<file path="src/rtl/tdm_demux8_if.sv">
// Serial TDM input side and recovered-frame output side of tdm_demux8.
// The master modport drives the serial stream; the slave modport is the demux.
interface tdm_demux8_if;
    logic       din;
    logic       din_valid;
    logic       sync;
    logic [7:0] out;
    logic       frame_valid;
    logic [2:0] slot;
    logic       locked;
    logic       sync_err;

    modport master (
        output din, din_valid, sync,
        input  out, frame_valid, slot, locked, sync_err
    );

    modport slave (
        input  din, din_valid, sync,
        output out, frame_valid, slot, locked, sync_err
    );
endinterface

</file>
<file path="src/rtl/tdm_demux8.sv">
// Purpose: aligns to an 8-slot 1-bit TDM stream via sync and emits each frame in parallel.
// Latency: out/frame_valid update on the edge sampling the slot-7 bit.
// Backpressure: none; din_valid=0 simply freezes all state for that cycle.
module tdm_demux8 (
    input  logic         clk,
    input  logic         rst,
    tdm_demux8_if.slave  bus
);
    typedef enum logic {HUNT, RECV} state_t;

    state_t     state;
    logic [2:0] slot_r;
    logic [6:0] shadow;
    logic [7:0] out_r;
    logic       frame_valid_r;
    logic       sync_err_r;

    always_ff @(posedge clk) begin
        if (rst) begin
            state         <= HUNT;
            slot_r        <= 3'd0;
            shadow        <= 7'd0;
            out_r         <= 8'h00;
            frame_valid_r <= 1'b0;
            sync_err_r    <= 1'b0;
        end else begin
            frame_valid_r <= 1'b0;
            sync_err_r    <= 1'b0;
            if (bus.din_valid) begin
                case (state)
                    HUNT: begin
                        if (bus.sync) begin
                            shadow <= {6'd0, bus.din};
                            slot_r <= 3'd1;
                            state  <= RECV;
                        end else begin
                            slot_r <= 3'd0;
                        end
                    end
                    RECV: begin
                        if (slot_r == 3'd0) begin
                            if (bus.sync) begin
                                shadow <= {6'd0, bus.din};
                                slot_r <= 3'd1;
                            end else begin
                                // Expected a frame start and got none: alignment lost.
                                sync_err_r <= 1'b1;
                                slot_r     <= 3'd0;
                                state      <= HUNT;
                            end
                        end else if (bus.sync) begin
                            // Early sync: drop the partial frame and realign here.
                            sync_err_r <= 1'b1;
                            shadow     <= {6'd0, bus.din};
                            slot_r     <= 3'd1;
                        end else if (slot_r == 3'd7) begin
                            out_r         <= {bus.din, shadow};
                            frame_valid_r <= 1'b1;
                            slot_r        <= 3'd0;
                        end else begin
                            shadow[slot_r] <= bus.din;
                            slot_r         <= slot_r + 3'd1;
                        end
                    end
                    default: state <= HUNT;
                endcase
            end
        end
    end

    assign bus.out         = out_r;
    assign bus.frame_valid = frame_valid_r;
    assign bus.slot        = slot_r;
    assign bus.locked      = (state == RECV);
    assign bus.sync_err    = sync_err_r;
endmodule
</file>
<file path="src/flat_wrapper.sv">
// flat-port wrapper written by rule: the top's interface ports become plain ports
module tdm_demux8_flat 
  (clk, rst, bus_din, bus_din_valid, bus_sync, bus_out, bus_frame_valid, bus_slot, bus_locked, bus_sync_err);
  tdm_demux8_if bus_i ();
  input  logic clk;
  input  logic rst;
  input wire logic [$bits(bus_i.din)-1:0] bus_din;
  input wire logic [$bits(bus_i.din_valid)-1:0] bus_din_valid;
  input wire logic [$bits(bus_i.sync)-1:0] bus_sync;
  output wire logic [$bits(bus_i.out)-1:0] bus_out;
  output wire logic [$bits(bus_i.frame_valid)-1:0] bus_frame_valid;
  output wire logic [$bits(bus_i.slot)-1:0] bus_slot;
  output wire logic [$bits(bus_i.locked)-1:0] bus_locked;
  output wire logic [$bits(bus_i.sync_err)-1:0] bus_sync_err;
  assign bus_i.din = bus_din;
  assign bus_i.din_valid = bus_din_valid;
  assign bus_i.sync = bus_sync;
  assign bus_out = bus_i.out;
  assign bus_frame_valid = bus_i.frame_valid;
  assign bus_slot = bus_i.slot;
  assign bus_locked = bus_i.locked;
  assign bus_sync_err = bus_i.sync_err;
  tdm_demux8 u_core (.clk(clk), .rst(rst), .bus(bus_i));
endmodule
</file>
<file path="config.mk">
export PLATFORM = sky130hd
export DESIGN_NAME = tdm_demux8_flat
export DESIGN_NICKNAME = d
export VERILOG_FILES = /design/src/rtl/tdm_demux8_if.sv /design/src/rtl/tdm_demux8.sv /design/src/flat_wrapper.sv
export SDC_FILE = /design/constraint.sdc
export NUM_CORES = 1
export LEC_CHECK = 0
export ABC_AREA = 1
export BUFFER_PORTS_ARGS = -buffer_cell sky130_fd_sc_hd__clkbuf_2
export CORE_MARGIN = 4
export CORE_UTILIZATION = 50
export CTS_CLUSTER_DIAMETER = 80
export CTS_CLUSTER_SIZE = 10
export DETAILED_ROUTE_END_ITERATION = 7
export GPL_TIMING_DRIVEN = 0
export PLACE_DENSITY_LB_ADDON = 0.08
export SLEW_MARGIN = 20
export SYNTH_ARGS = -nofsm -noshare
export SYNTH_HDL_FRONTEND = slang
export SYNTH_SLANG_ARGS = --single-unit
</file>
<file path="constraint.sdc">
create_clock -name clk -period 2.2 [get_ports clk]
set_input_delay 0.33 -clock clk [delete_from_list [all_inputs] [get_ports clk]]
set_output_delay 0.33 -clock clk [all_outputs]
set_load 0.03 [all_outputs]
</file>
Word-level counts from Yosys, hierarchy flattened
Index checks and enable logic that the tools add are counted.
- ROM bits: 0
- word-level logic and storage cells: 40
- output and inout bits: 14
- bits of input ports: 5
- bits in latches: 0
- bits in writable memories: 0
- memories: 0
- flip-flop bits (word level): 21
- reduce and logical (&&, ||, !) cells: 6
- equality and inequality tests: 2
- multiply operators: 0
- div/mod/pow operators: 0
- bitwise logic cells: 4
- add/sub/neg operators: 1
- magnitude comparators: 2
- shifts and indexed selects: 0
- multiplexer cells: 19
- operator list (kind ; number):
    7-bit 2-to-1 mux ; 4
    7-bit case mux with 2 select lines ; 1
    3-bit 2-to-1 mux ; 3
    7-bit bitwise mux ; 1
    1-bit 2-to-1 mux ; 7
    3-bit case mux with 2 select lines ; 1
    5-bit AND reduction ; 1
    5-bit OR reduction ; 1
    3-bit by 4-bit < comparator with 1-bit output (second input constant) ; 1
    4-bit != test (second input constant) ; 1
    1-bit inverter ; 4
    3-bit by 1-bit adder with 3-bit output (second input constant) ; 1
    1-bit demux with 3-bit select ; 1
    3-bit equality test (second input constant) ; 1
    3-bit by 1-bit >= comparator with 1-bit output (second input constant) ; 1
    3-bit logical NOT ; 1
    3-bit OR reduction ; 1
    1-bit case mux with 2 select lines ; 1
    2-bit AND reduction ; 1
    1-bit logical AND ; 1

Depth between registers and ports, before layout
Gate-level depths: netlist (run 1).
- word-level depth: 9
- mapped depth: 11
- depth with buffers taken out: 11

Worst setup path after synthesis (run 1)
Ideal clock, no wire load.
- path type: reg2reg
- from: register u_core.slot_r[0], in the netlist u_core.bus.slot[0]
- to: register u_core.out_r[0], in the netlist u_core.bus.out[0]
- stages on the path, launching flop included: 9
- library setup time: 0.070 ns
- period minus slack after synthesis: 1.891 ns
- data required time: 2.130 ns
- arrival: 1.821 ns
- path slack: 0.309 ns
- path buffers: 0
- cells stage by stage: dfxtp_1 -> inv_1 -> ha_1 -> nand2_8 -> ha_1 -> nand4_2 -> inv_2 -> o21ai_0 -> a21oi_1
- cells in the longest elaborated chain, start to end: 3
- elaborated cells between the ends (all ways): 4
- classes of those cells: eq/ne: 1; bitwise: 1; reduce/logical: 2
- ends and longest elaborated chain (element ; line ; source):
    start: declaration ; tdm_demux8.sv:12 ; logic [2:0] slot_r;
    start signal: assignment ; tdm_demux8.sv:62 ; slot_r <= slot_r + 3'd1;
    3-bit logical NOT ; tdm_demux8.sv:41 ; if (slot_r == 3'd0) begin
    1-bit inverter (no source line) ; - ;
    5-bit AND reduction (no source line) (*) ; - ;
    end signal: assignment ; tdm_demux8.sv:57 ; out_r <= {bus.din, shadow};
    end: declaration ; tdm_demux8.sv:14 ; logic [7:0] out_r;
Every way passes the cells marked *; elsewhere a longest branch is shown, timed or not.
A chain may end at the register's enable or synchronous reset.

Worst setup path after layout (run 1)
- from: register u_core.slot_r[1], in the netlist u_core.bus.slot[1]
- to: register u_core.out_r[0], in the netlist u_core.bus.out[0]
The elaborated chain is that of the path after synthesis.

==> reports/qor.csv, run 1 <==
metric,value,unit
CTS Hold Bufs,0,
core box area,0.00204,mm²
Hold Crit Class,input port to register,
sum of negative setup slack,0,ps
drt initial violations,26,
initial core utilization,54.9,%
reg2reg end,u_core.bus.out[0],
Root Driver,clkbuf_4,
Area contributors post-synth,"dfxtp_1, nor2_1, nand2_1, nand3_1, ha_1",
Register Area,422,µm²
Crit Path Class,register to register,
CP arrival,2140,ps
CTS tree,done,
min cycle time layout,1900,ps
Final Cell Area,0.00127,mm²
crit path max fanout,9,
gr busiest metal,met2,
gp weighted congestion,0.869,
Mapped Nets,165,
GR Util met2,27.2,%
max-slew violation count,0,
Synth cell types,25,
total of warnings raised by yosys,0,
post-place instance area,0.00124,mm²
Total Power,0.648,mW
DP HPWL,1840,µm
mapped cell area,0.00112,mm²
status,"complete, no violations",
vias in the first global route,944,
CP endpoint kind,register,
MaxCap Viol Count,0,
"Req. time, crit path",2440,ps
Rel. slew slack,68.0,%
Startpoint Class,register,
Reg2Reg Depth,8,
vias per cell,5.30,
# setup viols final,0,
clock buffer depth,2,
Leak,0.573,nW
Rows,16,
Global Route met1 Usage,21.8,%
post_cts resized,0,
period utilization,86.4,%
power density over the cells,511,mW/mm²
Highest Clock Rate,526,MHz
First-pass DRT Iterations,4,
die height,55.4,µm
post-CTS setup buffers,0,
WHS Endpoint,u_core.bus.frame_valid,
H-Tree Depth,1,
die area,0.00306,mm²
largest net degree at the start of global routing,12,
Detail Route Antenna Nets,0,
ant diodes,0,
Hold Crit Start,bus_sync,
Fin Clk Skew,8.27,ps
"Hold Vio Cnt, Final",0,
syn avg cell area,7.28,µm²
Util after Layout,62.1,%
vias,1071,
All-Layer GR Usage,16.4,%
hold_ws,346,ps
initial antenna violation count,0,
clock sinks,21,
layout cells sized above 1,18.9,%
die width,55.4,µm
Filler cells,205,
Syn Inst Count,154,
met3 Use GR,2.10,%
Hold Path Stages,2,
nets,187,
worst r2r src,u_core.bus.slot[1],
Worst VDD drop,0.296,mV
area share of the largest cell type after synthesis,37.5,%
num ports,19,
Worst-Margin Slew,480,ps
# port buffers,17,
Synth area leader,dfxtp_1,
global-route wire length before repair,4170,µm
footprint of the multi-input gates,623,µm²
Seq cells post-synth,21,
"Seq/Total Area, Yosys",37.5,%
CTS Buf Count,3,
r2r setup slk,300,ps
RSZ-0062 raised after global routing,false,
Routed WL per cell,12.0,µm
synthesis-to-layout area growth,13.1,%
routed wire length,2420,µm
drt drc,0,
clock edge transition at the registers on the reported setup and hold paths,120,ps
GR Overflow Total,0,
"Clk Latency, worst-skew pair",300,ps
==> routing by layer <==
layer,up-vias,wire length (µm)
met5,-,0
met4,0,29
met3,5,142
met2,29,1160
met1,480,1090
li1,557,-
==> final cells by class <==
class / count / share of cell area [%]
Sequential cell: 21 / 33.3
Inverter: 15 / 4.44
Buffer: 4 / 1.68
Clock buffer: 4 / 2.07
Multi-Input combinational cell: 114 / 49.2
Timing Repair Buffer: 17 / 6.71
Tap cell: 27 / 2.67
==> worst max-delay path by stage <==
stage	start	endpoint	slack (ps)	cells after the start
finish	u_core.bus.slot[1]	u_core.bus.out[0]	300	8
global route	u_core.bus.slot[1]	u_core.bus.out[0]	60	8
CTS	u_core.bus.slot[0]	u_core.bus.out[0]	170	8
detailed placement	u_core.bus.slot[0]	u_core.bus.out[0]	210	8
global placement	u_core.bus.slot[0]	u_core.bus.out[0]	290	8
floorplan	u_core.bus.slot[0]	u_core.bus.out[0]	310	8
==> through the flow <==
stage,setup slack [ps],cells
CTS,173,202
global placement,286,198
detailed placement,208,198
global route,62.5,202
finish,300,202
floorplan,309,154
==> cell usage in the layout, fill, tap and decap left out, types with 2 or more instances in the layout <==
cell / Yosys / routed
a21oi_1: 9 / 9
buf_2: 2 / 2
clkbuf_1: 1 / 2
clkbuf_2: 0 / 17
clkbuf_4: 0 / 3
dfxtp_1: 21 / 20
ha_1: 6 / 6
inv_1: 12 / 12
inv_2: 3 / 3
nand2_1: 24 / 24
nand3_1: 17 / 17
nand3_4: 2 / 2
nand4_1: 2 / 2
nor2_1: 27 / 27
o21ai_0: 11 / 11
o21ai_1: 6 / 6
==> flip-flops by register name (all words and copies together) (netlist names) <==
signal,count
u_core.shadow,7
u_core.bus.sync_err,1
u_core.bus.frame_valid,1
u_core.bus.locked,1
u_core.bus.out,8
u_core.bus.slot,3
==> critical path, stage by stage, from the launching register on <==
cell and delay (ps):
dfxtp_1 450, inv_1 140, ha_1 270, nand2_8 130, ha_1 190, nand4_2 230
inv_2 220, o21ai_0 90, a21oi_1 120
==> cells by family (layout without fill, tap and decap cells) <==
group	Yosys count	count (layout)	share of synthesized area, %
compound gates	30	30	14.4
fa+ha+maj	6	6	6.70
buf+inv	19	40	6.92
flops	21	21	37.5
simple gates	78	78	34.5
==> synth_stat cells <==
| library cell | count |
|---|---|
| o21ai_0 | 11 |
| inv_2 | 3 |
| a311oi_1 | 1 |
| nand2_4 | 1 |
| buf_2 | 2 |
| and2_1 | 1 |
| nand3_1 | 17 |
| dfxtp_1 | 21 |
| nor2_1 | 27 |
| ha_1 | 6 |
| a32oi_1 | 1 |
| nand2_8 | 1 |
| nand4_2 | 1 |
| clkbuf_1 | 1 |
| o21ai_1 | 6 |
| nand2_2 | 1 |
| nand2_1 | 24 |
| o211ai_1 | 1 |
| inv_1 | 12 |
| buf_4 | 1 |
| a21oi_1 | 9 |
| a31oi_1 | 1 |
| nor4_1 | 1 |
| nand4_1 | 2 |
| nand3_4 | 2 |
==> where the power goes <==
| part | internal [mW] | switching [mW] | leakage, nW | total, mW |
|---|---|---|---|---|
| Sequential | 0.384 | 0.00378 | 0.170 | 0.388 |
| Combinational | 0.0237 | 0.0524 | 0.387 | 0.0761 |
| Clock | 0.0705 | 0.113 | 0.0150 | 0.184 |
Note: power is estimated with default switching activity, not from simulation.
==> inputs of run 2 (changes only) <==
GPL_TIMING_DRIVEN = 1   (was 0)
==> run 2 against run 1 <==
Non-clock buffer count shrank 3. Final area decreased by 1.3%. Power up 0.26%. Sequential share of layout area rose by 0.33 points. Sequential power grew 1%. Maximum frequency down 1.4%. Largest cell class unchanged.
==> reports/qor.csv, run 2 (same netlist as run 1, synthesis figures left out) <==
metric,value,unit
status,"complete, no violations",
Fin Clk Skew,5.50,ps
CTS Hold Bufs,0,
First-pass DRT Iterations,4,
vias,1051,
min cycle time layout,1930,ps
clock edge transition at the registers on the reported setup and hold paths,120,ps
worst setup margin,273,ps
CTS Buf Count,3,
core box area,0.00204,mm²
post-CTS setup buffers,0,
pre-CTS setup slack,299,ps
sum of negative setup slack,0,ps
gp weighted congestion,0.862,
clock sinks,21,
"Req. time, crit path",2440,ps
"commonest non-fill, non-tap cells in the layout","nor2_1, nand2_1, dfxtp_1",
num ports,19,
# setup viols final,0,
GR Overflow Total,0,
Leak,0.565,nW
"Clk Latency, worst-skew pair",310,ps
DP HPWL,1840,µm
H-Tree Depth,1,
max-slew violation count,0,
CP arrival,2170,ps
Startpoint Class,register,
crit path max fanout,9,
clock buffer depth,2,
vias per cell,5.28,
Rel. slew slack,65.6,%
post_cts resized,0,
routed wire length,2400,µm
max layer used,met4,
MaxCap Viol Count,0,
Worst-Margin Slew,516,ps
Routed WL per cell,12.1,µm
Highest Clock Rate,519,MHz
CP endpoint kind,register,
die height,55.4,µm
CTS tree,done,
RSZ-0062 raised after global routing,false,
layout cells sized above 1,18.0,%
"most common cell after layout, fill and taps aside",nor2_1,
initial antenna violation count,0,
nets,184,
synthesis-to-layout area growth,11.6,%
All-Layer GR Usage,16.7,%
power density over the cells,519,mW/mm²
metal3 WL,57,µm
wire length on met2,1110,µm
# port buffers,18,
period utilization,87.6,%
flip-flop count of the largest register after layout,8,
Root Driver,clkbuf_4,
drt initial violations,10,
Metal-1 WL,1210,µm
Hold Crit Class,input port to register,
vias in the first global route,1008,
die width,55.4,µm
Rows,16,
Crit Path Class,register to register,
initial core utilization,54.9,%
Total Power,0.650,mW
"Hold Vio Cnt, Final",0,
global-route wire length before repair,4280,µm
ant diodes,0,
Detail Route Antenna Nets,0,
hold_ws,339,ps
Worst VDD drop,0.337,mV
drt drc,0,
largest net degree at the start of global routing,13,
die area,0.00306,mm²
[run 2: changes by cell type in the layout (fill, tap and decap cells not counted), sizes merged]
cell,previous run,this run
clkbuf,22,21
clkinv,0,1
buf,3,0
[run 2: path summary, 6_finish.rpt]
path                 startpoint                 to  slack (ps)  cells after the start
max          u_core.bus.slot[0]  u_core.bus.out[0]         270                      8
max reg2reg  u_core.bus.slot[0]  u_core.bus.out[0]         270                      8
min reg2reg   u_core.bus.out[3]  u_core.bus.out[3]         500                      2
min                         rst   u_core.shadow[4]         340                      2
[run 2: stage by stage]
step	utilization, %	instances	cell area [µm²]
floorplan	-	154	1120
global placement	59.9	195	1220
detailed placement	59.9	195	1220
CTS	61.3	199	1250
global route	61.3	199	1250
finish	61.3	199	1250
[run 2: worst max-delay path: stages (launching register included)]
cell and delay, ps:
dfxtp_1 460, inv_1 150, ha_1 300, nand2_8 130
ha_1 180, nand4_2 200, inv_2 210, o21ai_0 100
a21oi_1 140
[run 2: area by class of cell]
class | count | area [µm²]
Tap cell | 27 | 33.8
Sequential cell | 21 | 420
Multi-Input combinational cell | 114 | 623
Clock buffer | 3 | 22.5
Fill cell | 197 | 791
Clock inverter | 1 | 5.00
Timing Repair Buffer | 18 | 90.1
Inverter | 15 | 56.3
[run 2: power by group]
| group | switching, mW | internal (mW) |
|---|---|---|
| Sequential | 0.00821 | 0.384 |
| Combinational | 0.0469 | 0.0209 |
| Clock | 0.121 | 0.0679 |
[run 2: layer usage]
| layer | up-vias | global-route usage, % |
|---|---|---|
| met5 | - | 0 |
| met4 | 0 | 6.60 |
| met3 | 4 | 2.80 |
| met2 | 13 | 28.0 |
| met1 | 477 | 21.0 |
| li1 | 557 | - |
==> inputs of run 3 (changes only) <==
CORE_MARGIN = unset   (was 4)
clock period = 1.8 ns   (was 2.2 ns; I/O delays follow)
==> run 3 against run 2 <==
First-iteration DRC count increased by 110%. Combinational power increased by 47%. Utilization increased by 2.2 points. Sequential share of layout area decreased by 0.97 points. Setup slack got worse by 140 ps. Global-route usage increased by 4.8 points. Final area increased by 3.6%. Largest power group unchanged. Clock skew increased by 0.83 ps. Die area decreased by 21%. Wire length increased by 4.2%. Final cell count increased by 2.0%. Clock power increased by 23%.
==> reports/qor.csv, run 3 (same netlist as run 1, synthesis figures left out) <==
metric,value,unit
"commonest non-fill, non-tap cells in the layout","nor2_1, nand2_1, dfxtp_1",
"most common cell after layout, fill and taps aside",nor2_1,
synthesis-to-layout area growth,15.6,%
post-place instance area,0.00126,mm²
Highest Clock Rate,599,MHz
initial core utilization,54.9,%
CP endpoint kind,register,
die area,0.00244,mm²
CTS Buf Count,3,
Rel. slew slack,80.8,%
crit path max fanout,6,
flip-flop count of the largest register after layout,8,
Crit Path Class,register to register,
Hold Path Stages,3,
All-Layer GR Usage,21.5,%
internal power,0.586,mW
sum of negative setup slack,0,ps
vias per cell,5.40,
core box area,0.00204,mm²
Logic pwr share,12.4,%
"Clk Latency, worst-skew pair",310,ps
critical path depth in cells,9,
clock buffer depth,2,
CP arrival,1870,ps
Fin Clk Skew,6.33,ps
period utilization,92.8,%
# setup viols final,0,
power density over the cells,623,mW/mm²
Startpoint Class,register,
sequential power share,58.7,%
RSZ-0062 raised after global routing,false,
Worst-Margin Slew,288,ps
GR Overflow Total,0,
Leak,0.588,nW
Worst Path Buf+Inv,2,
footprint of the multi-input gates,636,µm²
max-slew violation count,0,
layout cells sized above 1,21.6,%
DP HPWL,1920,µm
Final Cell Area,0.00130,mm²
Routed WL per cell,12.3,µm
num ports,19,
Worst VDD drop,0.413,mV
global-route wire length before repair,3990,µm
worst-path cell chain,buf_4 > ha_1 > ha_1 > inv_1 > nor2_1 > nand3_4 > nand2_2 > o21ai_0 > a21oi_1,
clock sinks,21,
worst setup margin,130,ps
critical path's most frequent cell,ha_1,
"Slowest-stage cell, CP",dfxtp_2,
Sw Ratio,27.5,%
clock edge transition at the registers on the reported setup and hold paths,120,ps
# port buffers,18,
die height,49.4,µm
Register Area,423,µm²
post-CTS setup buffers,0,
"delay-heaviest family, CP",adder cells,
nets,188,
gp weighted congestion,0.863,
Reg2Reg Depth,9,
status,"complete, no violations",
Root Driver,clkbuf_4,
routed wire length,2500,µm
MaxCap Viol Count,0,
die width,49.4,µm
"Hold Vio Cnt, Final",0,
ant diodes,0,
drt initial violations,21,
pre-CTS setup slack,113,ps
Clk pwr share,28.9,%
drt drc,0,
min cycle time layout,1670,ps
"Req. time, crit path",2000,ps
Rows,16,
vias,1097,
Filler cells,198,
H-Tree Depth,1,
CP max stage delay,340,ps
initial antenna violation count,0,
First-pass DRT Iterations,6,
CTS tree,done,
Detail Route Antenna Nets,0,
Switch Pwr,0.222,mW
vias in the first global route,918,
largest net degree at the start of global routing,13,
Hold Crit Class,input port to register,
-- run 3: worst reg2reg max path, stage by stage, from the launching register on --
cell     delay, ps
dfxtp_2        340
buf_4          150
ha_1           190
ha_1           210
inv_1          130
nor2_1          90
nand3_4         90
nand2_2        100
o21ai_0        180
a21oi_1         80
-- run 3: path summary, 6_finish.rpt --
path	slack [ps]	start	endpoint
worst max register to register	130	u_core.bus.slot[0]	u_core.shadow[1]
worst min-delay path	300	bus_sync	u_core.bus.frame_valid
worst max-delay path	130	u_core.bus.slot[0]	u_core.shadow[1]
worst min register to register	490	u_core.shadow[0]	u_core.bus.out[0]
-- run 3: what timing repair did --
item,in CTS,in global routing
endpoints found under the setup margin,0,7
hold buffers,0,0
resized for setup,0,2
-- run 3: area by class of cell --
class | instances | area share, %
Timing Repair Buffer | 22 | 9.27
Tap cell | 27 | 2.61
Inverter | 15 | 4.34
Sequential cell | 21 | 32.6
Clock buffer | 3 | 1.74
Multi-Input combinational cell | 114 | 49.0
Clock inverter | 1 | 0.386
-- run 3: power groups by stage --
stage               clock (mW)  sequential, mW  combinational [mW]
finish                   0.233           0.474               0.100
CTS                      0.238           0.474              0.0968
detailed placement           0           0.485              0.0964
global route             0.255           0.475               0.109
global placement             0           0.484              0.0941
floorplan                    0           0.490              0.0639
-- run 3: routing by layer --
| metal | track usage [%] | wire length, µm | share of wire (%) | up-vias |
|---|---|---|---|---|
| li1 | - | - | - | 563 |
| met1 | 28.6 | 1170 | 47 | 494 |
| met2 | 35.4 | 1170 | 47 | 38 |
| met3 | 2.80 | 140 | 5.6 | 2 |
| met4 | 6.86 | 23 | 0.92 | 0 |
| met5 | 0 | 0 | 0 | - |
-- run 3: metrics by stage --
stage	instances	hold slack, ps	utilization (%)	power [mW]
global route	203	310	63.5	0.840
floorplan	154	435	-	0.554
CTS	203	282	62.9	0.809
finish	203	301	63.5	0.807
global placement	199	473	61.5	0.578
detailed placement	199	474	61.5	0.581
